[src/rtl/ccss_pkg.sv]
// Shared types and constants for the CCSS multi-core system.
// Holds the data-memory arbiter state encoding and default widths.
package ccss_pkg;

    localparam int unsigned DMEM_ADDR_W       = 16;
    localparam int unsigned DMEM_DATA_W       = 16;
    localparam int unsigned NUM_CORES_DEFAULT = 4;

    typedef enum logic [1:0] {
        StIdle   = 2'd0,
        StIssue  = 2'd1,
        StRdWait = 2'd2
    } arb_state_e;

endpackage

[src/rtl/rr_picker.sv]
// Combinational round-robin picker: finds the first requesting core after last_gnt_i,
// wrapping modulo NUM_CORES.
module rr_picker #(
    parameter int unsigned NUM_CORES = 4,
    parameter int unsigned IDX_W     = $clog2(NUM_CORES)
) (
    input  logic [NUM_CORES-1:0] req_i,
    input  logic [IDX_W-1:0]     last_gnt_i,
    output logic                 any_o,
    output logic [IDX_W-1:0]     winner_o
);

    logic [IDX_W-1:0] cand;

    always_comb begin
        any_o    = 1'b0;
        winner_o = '0;
        cand     = '0;
        // Scan farthest-first so the nearest requester after last_gnt_i overwrites the rest.
        for (int i = int'(NUM_CORES); i >= 1; i--) begin
            cand = IDX_W'((int'(last_gnt_i) + i) % int'(NUM_CORES));
            if (req_i[cand]) begin
                any_o    = 1'b1;
                winner_o = cand;
            end
        end
    end

endmodule

[src/rtl/dmem_arbiter.sv]
// Round-robin arbiter sharing one single-port synchronous data memory between cores.
// One transaction at a time: a read completes before the next grant is issued.
module dmem_arbiter
    import ccss_pkg::*;
#(
    parameter int unsigned NUM_CORES = NUM_CORES_DEFAULT,
    parameter int unsigned ADDR_W    = DMEM_ADDR_W,
    parameter int unsigned DATA_W    = DMEM_DATA_W,
    parameter int unsigned RD_LAT    = 1
) (
    input  logic                        clk,
    input  logic                        rst_n,
    input  logic [NUM_CORES-1:0]        core_req,
    input  logic [NUM_CORES-1:0]        core_we,
    input  logic [NUM_CORES*ADDR_W-1:0] core_addr,
    input  logic [NUM_CORES*DATA_W-1:0] core_wdata,
    output logic [NUM_CORES-1:0]        core_gnt,
    output logic [NUM_CORES-1:0]        core_rvalid,
    output logic [DATA_W-1:0]           core_rdata,
    output logic [ADDR_W-1:0]           mem_addr,
    output logic [DATA_W-1:0]           mem_wdata,
    output logic                        mem_wren,
    input  logic [DATA_W-1:0]           mem_q,
    output logic                        busy,
    output logic [3:0]                  owner
);

    localparam int unsigned IDX_W     = $clog2(NUM_CORES);
    localparam logic [1:0]  RD_LAT_CNT = 2'(RD_LAT);

    arb_state_e             state_q, state_d;
    logic [1:0]             cnt_q, cnt_d;
    logic [IDX_W-1:0]       last_gnt_q, last_gnt_d;
    logic [3:0]             owner_q, owner_d;
    logic [ADDR_W-1:0]      mem_addr_q, mem_addr_d;
    logic [DATA_W-1:0]      mem_wdata_q, mem_wdata_d;
    logic                   mem_wren_q, mem_wren_d;
    logic [NUM_CORES-1:0]   core_gnt_q, core_gnt_d;
    logic [NUM_CORES-1:0]   core_rvalid_q, core_rvalid_d;
    logic [DATA_W-1:0]      core_rdata_q, core_rdata_d;

    logic                   pick_any;
    logic [IDX_W-1:0]       pick_idx;

    logic [ADDR_W-1:0]      addr_arr  [NUM_CORES];
    logic [DATA_W-1:0]      wdata_arr [NUM_CORES];

    for (genvar g = 0; g < NUM_CORES; g++) begin : g_unpack
        assign addr_arr[g]  = core_addr[g*ADDR_W +: ADDR_W];
        assign wdata_arr[g] = core_wdata[g*DATA_W +: DATA_W];
    end

    rr_picker #(
        .NUM_CORES (NUM_CORES),
        .IDX_W     (IDX_W)
    ) u_rr_picker (
        .req_i      (core_req),
        .last_gnt_i (last_gnt_q),
        .any_o      (pick_any),
        .winner_o   (pick_idx)
    );

    always_comb begin
        state_d       = state_q;
        cnt_d         = cnt_q;
        last_gnt_d    = last_gnt_q;
        owner_d       = owner_q;
        mem_addr_d    = mem_addr_q;
        mem_wdata_d   = mem_wdata_q;
        mem_wren_d    = 1'b0;
        core_gnt_d    = '0;
        core_rvalid_d = '0;
        core_rdata_d  = core_rdata_q;

        case (state_q)
            StIdle: begin
                // Grant and operands are registered together so they appear in ISSUE.
                if (pick_any) begin
                    state_d     = StIssue;
                    last_gnt_d  = pick_idx;
                    owner_d     = 4'(pick_idx);
                    mem_addr_d  = addr_arr[pick_idx];
                    mem_wdata_d = wdata_arr[pick_idx];
                    mem_wren_d  = core_we[pick_idx];
                    core_gnt_d  = NUM_CORES'(1) << pick_idx;
                end
            end
            StIssue: begin
                if (mem_wren_q) begin
                    state_d = StIdle;
                end else begin
                    state_d = StRdWait;
                    cnt_d   = RD_LAT_CNT;
                end
            end
            StRdWait: begin
                cnt_d = cnt_q - 2'd1;
                // Memory q is valid in the cycle the counter is about to reach zero.
                if (cnt_q <= 2'd1) begin
                    state_d       = StIdle;
                    core_rdata_d  = mem_q;
                    core_rvalid_d = NUM_CORES'(1) << last_gnt_q;
                end
            end
            default: begin
                state_d = StIdle;
            end
        endcase
    end

    always_ff @(posedge clk or negedge rst_n) begin
        if (!rst_n) begin
            state_q       <= StIdle;
            cnt_q         <= 2'd0;
            last_gnt_q    <= IDX_W'(NUM_CORES - 1);
            owner_q       <= 4'd0;
            mem_addr_q    <= '0;
            mem_wdata_q   <= '0;
            mem_wren_q    <= 1'b0;
            core_gnt_q    <= '0;
            core_rvalid_q <= '0;
            core_rdata_q  <= '0;
        end else begin
            state_q       <= state_d;
            cnt_q         <= cnt_d;
            last_gnt_q    <= last_gnt_d;
            owner_q       <= owner_d;
            mem_addr_q    <= mem_addr_d;
            mem_wdata_q   <= mem_wdata_d;
            mem_wren_q    <= mem_wren_d;
            core_gnt_q    <= core_gnt_d;
            core_rvalid_q <= core_rvalid_d;
            core_rdata_q  <= core_rdata_d;
        end
    end

    assign core_gnt    = core_gnt_q;
    assign core_rvalid = core_rvalid_q;
    assign core_rdata  = core_rdata_q;
    assign mem_addr    = mem_addr_q;
    assign mem_wdata   = mem_wdata_q;
    assign mem_wren    = mem_wren_q;
    assign owner       = owner_q;
    assign busy        = (state_q != StIdle);

    a_gnt_onehot: assert property (@(posedge clk) disable iff (!rst_n) $onehot0(core_gnt_q));
    a_rvalid_onehot: assert property (@(posedge clk) disable iff (!rst_n)
                                      $onehot0(core_rvalid_q));

endmodule

[config.mk]
export PLATFORM = sky130hd
export DESIGN_NAME = dmem_arbiter
export DESIGN_NICKNAME = d
export VERILOG_FILES = /design/src/rtl/ccss_pkg.sv /design/src/rtl/rr_picker.sv /design/src/rtl/dmem_arbiter.sv
export SDC_FILE = /design/constraint.sdc
export NUM_CORES = 1
export LEC_CHECK = 0
export ABC_AREA = 1
export CAP_MARGIN = 25
export CORE_AREA = 2 2 107 109
export DETAILED_ROUTE_END_ITERATION = 7
export DIE_AREA = 0 0 109 111
export PLACE_DENSITY = 0.79
export RECOVER_POWER = 50
export SYNTH_ARGS = -nofsm -noshare
export SYNTH_HDL_FRONTEND = slang
export SYNTH_SLANG_ARGS = --single-unit
[constraint.sdc]
create_clock -name clk -period 2.8 [get_ports clk]
set_input_delay 0.28 -clock clk [delete_from_list [all_inputs] [get_ports clk]]
set_output_delay 0.28 -clock clk [all_outputs]
set_load 0.03 [all_outputs]
==> impl_metrics.json, run 1 <==
{
  "antenna_cells": 0,
  "synth-simple-area-share": 0.374,
  "coreArea_um2": 11100,
  "grt_pass1_wl_mm": 20.7,
  "grt_pass1_vias": 4421,
  "yosysTopAreaCell": "dfrtp_1",
  "synth_compound_area_frac": 0.0120,
  "drt_iter0_drc": 133,
  "antenna_found_initial": 0,
  "setup_tns_ns": 0,
  "worst_slew_pin_slew_ns": 1.49,
  "dp.cells": 1001,
  "clk_latency_ns": 0.33,
  "hpwl_mm": 9.22,
  "switchingPower_mw": 4.80,
  "die-height_um": 111,
  "grt.total_usage": 0.217,
  "ioPinCount": 216,
  "synthAdderAreaFrac": 0.0143,
  "slowest_stage": "dfstp_2",
  "synth-xor-area-share": 0,
  "synth_top_family_by_area": "simple AND/OR/NAND/NOR gates",
  "fill_cells": 1018,
  "rsz0062_at_grt": "false",
  "final-setup-viol-count": 0,
  "slowest_delay_ns": 0.66,
  "p_leak_nw": 3.75,
  "clkTransAtPathRegs_ns": 0.06,
  "syn_area_per_cell_um2": 6.56,
  "cp.buffers_inverters": 4,
  "htree_levels": 3,
  "synth-seq-cells": 65,
  "synth_area_leaders": "dfrtp_1 36%, nand2_1 19%, nand3_1 15%, inv_1 13%, mux2_2 4.1%",
  "synth-edff-count": 0,
  "dp_slack_ns": 0.374,
  "maxSlewViolCount": 0,
  "synth_top_area_share": 0.360,
  "cts_sinks": 65,
  "seq_area_frac_synth": 0.372,
  "path_max_fanout": 44,
  "portBuffers": 213,
  "drive_gt1_frac": 0.0686,
  "period_needed_ns": 2.43,
  "drv_cap": 1,
  "area_growth_pct": 57.5,
  "fin_crit_sh": 0.867,
  "worstPathCellList": "inv_4, ha_1, inv_1, nand2_1, nand2_1, inv_2, nand2_1, nand2_2, buf_4, nand3_1, nand3_1, nand2_1, nand2_1, nand2_1",
  "first_pass_iters": 4,
  "timing.fmax_mhz": 412,
  "cts_max_path_buffers": 2,
  "numCtsBuffers": 9,
  "yosys_warnings": 0,
  "fin_skew_ns": 0.00657,
  "place_congestion": 0.850,
  "synth.most_common_cell": "nand2_1",
  "cp.arrival_ns": 2.64,
  "pwr-share-comb": 0.695,
  "fp-row-count": 39,
  "final_cells": 1018,
  "initial_core_util": 0.396,
  "synth.distinct_cells": 26,
  "synth_commonest_cells": "223 x nand2_1, 146 x inv_1, 134 x nand3_1",
  "vias": 4674,
  "wl_per_cell_um": 12.4,
  "cts_tree": "built",
  "crit_path_end_kind": "flip-flop",
  "start_kind": "flip-flop",
  "hold_violations": 0,
  "vias_per_cell": 4.59,
  "layout_setup_ws_ns": 0.372,
  "cp_data_required_time_ns": 3.01,
  "synthArstFlopShare": 1.00,
  "detail-route-antenna-nets": 0,
  "post-route-drc-count": 0,
  "hp-class": "in -> async",
  "power_frac_clock": 0.130,
  "failed_checks": "capacitance limit",
  "routed_wl_mm": 12.6,
  "clockRootBuffer": "clkbuf_16",
  "cellPowerDensity_nw_per_um2": 1370,
  "grt_max_degree": 61,
  "critPathKind": "reg -> reg",
  "sw_frac_of_total": 0.507,
  "p_int_mw": 4.66,
  "synth_ff_type": "dfrtp_1",
  "share_seq_of_total_power": 0.175,
  "synthMuxAreaShare": 0.0411,
  "dieArea_um2": 12100,
  "grt_overflow_total": 0,
  "cp_common_cell": "nand2_1",
  "relSlewSlack": 0.00778,
  "ir_drop_uv": 837,
  "layout.nets": 1029,
  "synth_area_um2": 4380,
  "cp_top_family": "simple AND/OR/NAND/NOR gates",
  "die_w_um": 109,
  "status": "finished with violations",
  "syn_inst": 668
}
repair_timing:
| item | in CTS | in global routing |
|---|---|---|
| resized for setup | 0 | 0 |
| setup buffers | 0 | 0 |
| hold buffers | 1 | 0 |
| endpoints found under the hold margin | 5 | 0 |
stage by stage:
| step | total power [mW] | hold WS [ns] | area (um^2) | utilization |
|---|---|---|---|---|
| after detailed placement | 8.36 | 0.107 | 6570 | 0.593 |
| after CTS | 9.63 | 0.296 | 6910 | 0.623 |
| after global routing | 10.4 | 0.362 | 6900 | 0.623 |
| final | 9.47 | 0.342 | 6900 | 0.623 |
| after global placement | 8.28 | 0.104 | 6570 | 0.593 |
| after floorplan | 6.46 | -0.0156 | 4390 | - |
layout by cell type (no fill, tap or decap), types with 2 or more instances in the layout:
cell / synthesis / routed
a21oi_1: 3 / 3
ha_1: 5 / 5
dfrtp_1: 63 / 63
o21ai_2: 2 / 2
conb_1: 1 / 2
nand2_1: 223 / 223
buf_4: 6 / 13
o21ai_0: 3 / 3
inv_1: 146 / 146
clkdlybuf4s50_1: 0 / 185
mux2_2: 16 / 16
nor3_1: 2 / 2
nand3b_1: 3 / 3
inv_2: 2 / 2
bufinv_16: 0 / 2
nand2_2: 4 / 4
nand3_1: 134 / 134
dfstp_2: 2 / 2
dlygate4sd3_1: 0 / 28
clkbuf_16: 0 / 9
nor2_1: 15 / 15
power by group through the flow:
| stage | clock [mW] | combinational (mW) | sequential [mW] |
|---|---|---|---|
| 2_1_floorplan | 0 | 4.06 | 2.41 |
| 3_3_place_gp | 0 | 6.62 | 1.66 |
| 3_5_place_dp | 0 | 6.69 | 1.67 |
| 4_1_cts | 1.26 | 6.70 | 1.67 |
| 5_1_grt | 1.31 | 7.35 | 1.71 |
| 6_report | 1.23 | 6.58 | 1.65 |
flip-flops by register name, summed over array words and instances (netlist names):
| name | flops |
|---|---|
| core_rvalid | 4 |
| core_gnt | 4 |
| owner | 2 |
| mem_wren | 1 |
| last_gnt_q | 2 |
| mem_addr | 16 |
| mem_wdata | 16 |
| core_rdata | 16 |
| state_q | 2 |
| cnt_q | 2 |
layer usage:
metal,share of wire,global-route usage,up-vias
li1,-,-,2399
met1,0.42,0.260,2068
met2,0.47,0.361,182
met3,0.087,0.0647,25
met4,0.023,0.0846,0
met5,0,0,-
worst paths after layout:
kind / startpoint / end / slack, ns / depth (start not counted)
max: last_gnt_q[0] / mem_wdata[9] / 0.37 / 14
min: rst_n / core_rdata[10] / 0.34 / 2
max reg2reg: last_gnt_q[0] / mem_wdata[9] / 0.37 / 14
min reg2reg: mem_addr[0] / mem_addr[0] / 0.47 / 2
max in group asynchronous: rst_n / core_rdata[0] / 0.74 / 3
min in group clk: mem_addr[0] / mem_addr[0] / 0.47 / 2
cell type report:
cell class | count | area, um^2 | share of cell area
Timing Repair Buffer | 229 | 2260 | 0.327
Multi-Input combinational cell | 415 | 1940 | 0.281
Sequential cell | 65 | 1630 | 0.236
Inverter | 150 | 566 | 0.0819
Clock buffer | 10 | 239 | 0.0346
Tap cell | 143 | 179 | 0.0259
Clock inverter | 6 | 90.1 | 0.0131
worst reg2reg max path, cell delays in order (launching register included):
cell and delay, ns:
dfstp_2 0.66, inv_4 0.09, ha_1 0.32, inv_1 0.06, nand2_1 0.10, nand2_1 0.07
inv_2 0.07, nand2_1 0.06, nand2_2 0.08, buf_4 0.41, nand3_1 0.14, nand3_1 0.11
nand2_1 0.05, nand2_1 0.05, nand2_1 0.06
kinds of logic (layout without fill, tap and decap cells):
group                      Yosys count  count (layout)
AOI/OAI and AO/OA                    9               9
buffers and inverters              189             395
muxes                               16              16
other                                1               2
and+or+nand+nor                    383             383
adders and majority gates            5               5
DFF                                 65              65
Power figures use the tool's default switching activity.
==> inputs of run 2 (changes only) <==
CORE_AREA = 2 2 115 117   (was 2 2 107 109)
DIE_AREA = 0 0 117 119   (was 0 0 109 111)
PLACE_DENSITY = 0.69   (was 0.79)
==> impl_metrics.json, run 2 (synthesis gave the netlist of run 1 again) <==
{
  "area_growth_pct": 58.5,
  "slowest_delay_ns": 0.66,
  "p_leak_nw": 3.75,
  "cp_common_cell": "nand2_1",
  "fp-row-count": 42,
  "fin_crit_sh": 0.902,
  "dpl_cell_area_um2": 6630,
  "die_w_um": 117,
  "cp_data_required_time_ns": 3.02,
  "layout.nets": 1025,
  "cp.arrival_ns": 2.75,
  "numCtsBuffers": 9,
  "first_pass_iters": 4,
  "vias_per_cell": 4.45,
  "rrSetupSlack_ns": 0.27,
  "cellPowerDensity_nw_per_um2": 1380,
  "slowest_stage": "dfstp_2",
  "finish.instance_area_um2": 6950,
  "rsz0062_at_grt": "false",
  "ff_latch_area_um2": 1630,
  "hold_buffers": 0,
  "hold_violations": 0,
  "failed_checks": "capacitance limit, slew limit",
  "start_kind": "flip-flop",
  "clk_latency_ns": 0.33,
  "status": "finished with violations",
  "dieArea_um2": 13900,
  "most-common-layout-cells": "222 x nand2_1, 185 x clkdlybuf4s50_1, 146 x inv_1",
  "setup_tns_ns": 0,
  "crit_path_end_kind": "flip-flop",
  "critPathKind": "reg -> reg",
  "ioPinCount": 216,
  "fin_skew_ns": 0.00660,
  "ir_drop_uv": 815,
  "path_max_fanout": 51,
  "detail-route-antenna-nets": 0,
  "hp-class": "in -> async",
  "layout_setup_ws_ns": 0.274,
  "holdWs_ns": 0.395,
  "grt_max_degree": 67,
  "fill_cells": 1268,
  "period_needed_ns": 2.53,
  "hpwl_mm": 9.43,
  "portBuffers": 213,
  "die-height_um": 119,
  "cts_tree": "built",
  "clockRootBuffer": "clkbuf_16",
  "multiInputGateArea_um2": 1940,
  "drt_iter0_drc": 202,
  "dp_slack_ns": 0.303,
  "antenna_cells": 0,
  "r2r_start": "last_gnt_q[0]",
  "place_congestion": 0.817,
  "timing.fmax_mhz": 396,
  "worstPathCellList": "inv_4, ha_1, inv_1, nand2_1, nand2_1, inv_2, nand3_2, buf_4, nand3_1, nand3_1, nand2_1, nand2_1, nand2_1",
  "initial_core_util": 0.340,
  "final_common_cell": "nand2_1",
  "cts_sinks": 65,
  "drive_gt1_frac": 0.0677,
  "antenna_found_initial": 0,
  "maxSlewViolCount": 66,
  "grt_overflow_total": 0,
  "coreArea_um2": 12900,
  "wl_per_cell_um": 12.5,
  "clkTransAtPathRegs_ns": 0.06,
  "grt_pass1_wl_mm": 21.2,
  "grt_pass1_vias": 4313,
  "drv_cap": 1,
  "post-route-drc-count": 0,
  "cts_resized": 0,
  "cp-startpoint": "last_gnt_q[0]",
  "grt.total_usage": 0.195,
  "vias": 4654,
  "routed_wl_mm": 13.1,
  "cp_top_family": "simple AND/OR/NAND/NOR gates",
  "final-setup-viol-count": 0,
  "worst_slew_pin_slew_ns": 1.68,
  "cp.buffers_inverters": 4,
  "cts_max_path_buffers": 2,
  "relSlewSlack": -0.121,
  "cts_setup_buffers": 0,
  "htree_levels": 3,
  "final_core_util": 0.539
}
==> run 2: final timing paths <==
kind / end / cells after the start
max: mem_wdata[7] / 13
min: core_gnt[1] / 1
max reg2reg: mem_wdata[7] / 13
min reg2reg: mem_addr[8] / 2
max in group asynchronous: core_rdata[7] / 1
min in group clk: mem_addr[8] / 2
==> run 2: power breakdown <==
group	switching [mW]	internal, mW
Clock	0.428	0.778
Sequential	0.230	1.42
Combinational	4.19	2.53
==> run 2: cell type report <==
class	instances	area share
flip-flops and latches	65	0.235
clock inverters	7	0.0137
well taps	176	0.0317
inverters	150	0.0814
clock buffers	9	0.0324
repair buffers	225	0.326
multi-input cells	415	0.280
==> run 2: stage by stage <==
step | std cells | power (mW)
3_5_place_dp | 1031 | 8.51
5_1_grt | 1047 | 10.6
2_1_floorplan | 669 | 6.46
3_3_place_gp | 1031 | 8.44
6_report | 1047 | 9.58
4_1_cts | 1047 | 9.76
==> run 2: routing by layer <==
| metal | routed length [um] | vias to the layer above | global-route usage | share of wire |
|---|---|---|---|---|
| li1 | - | 2398 | - | - |
| met1 | 5720 | 2067 | 0.251 | 0.44 |
| met2 | 6050 | 179 | 0.316 | 0.46 |
| met3 | 1220 | 10 | 0.0560 | 0.093 |
| met4 | 144 | 0 | 0.0551 | 0.011 |
| met5 | 0 | - | 0 | 0 |
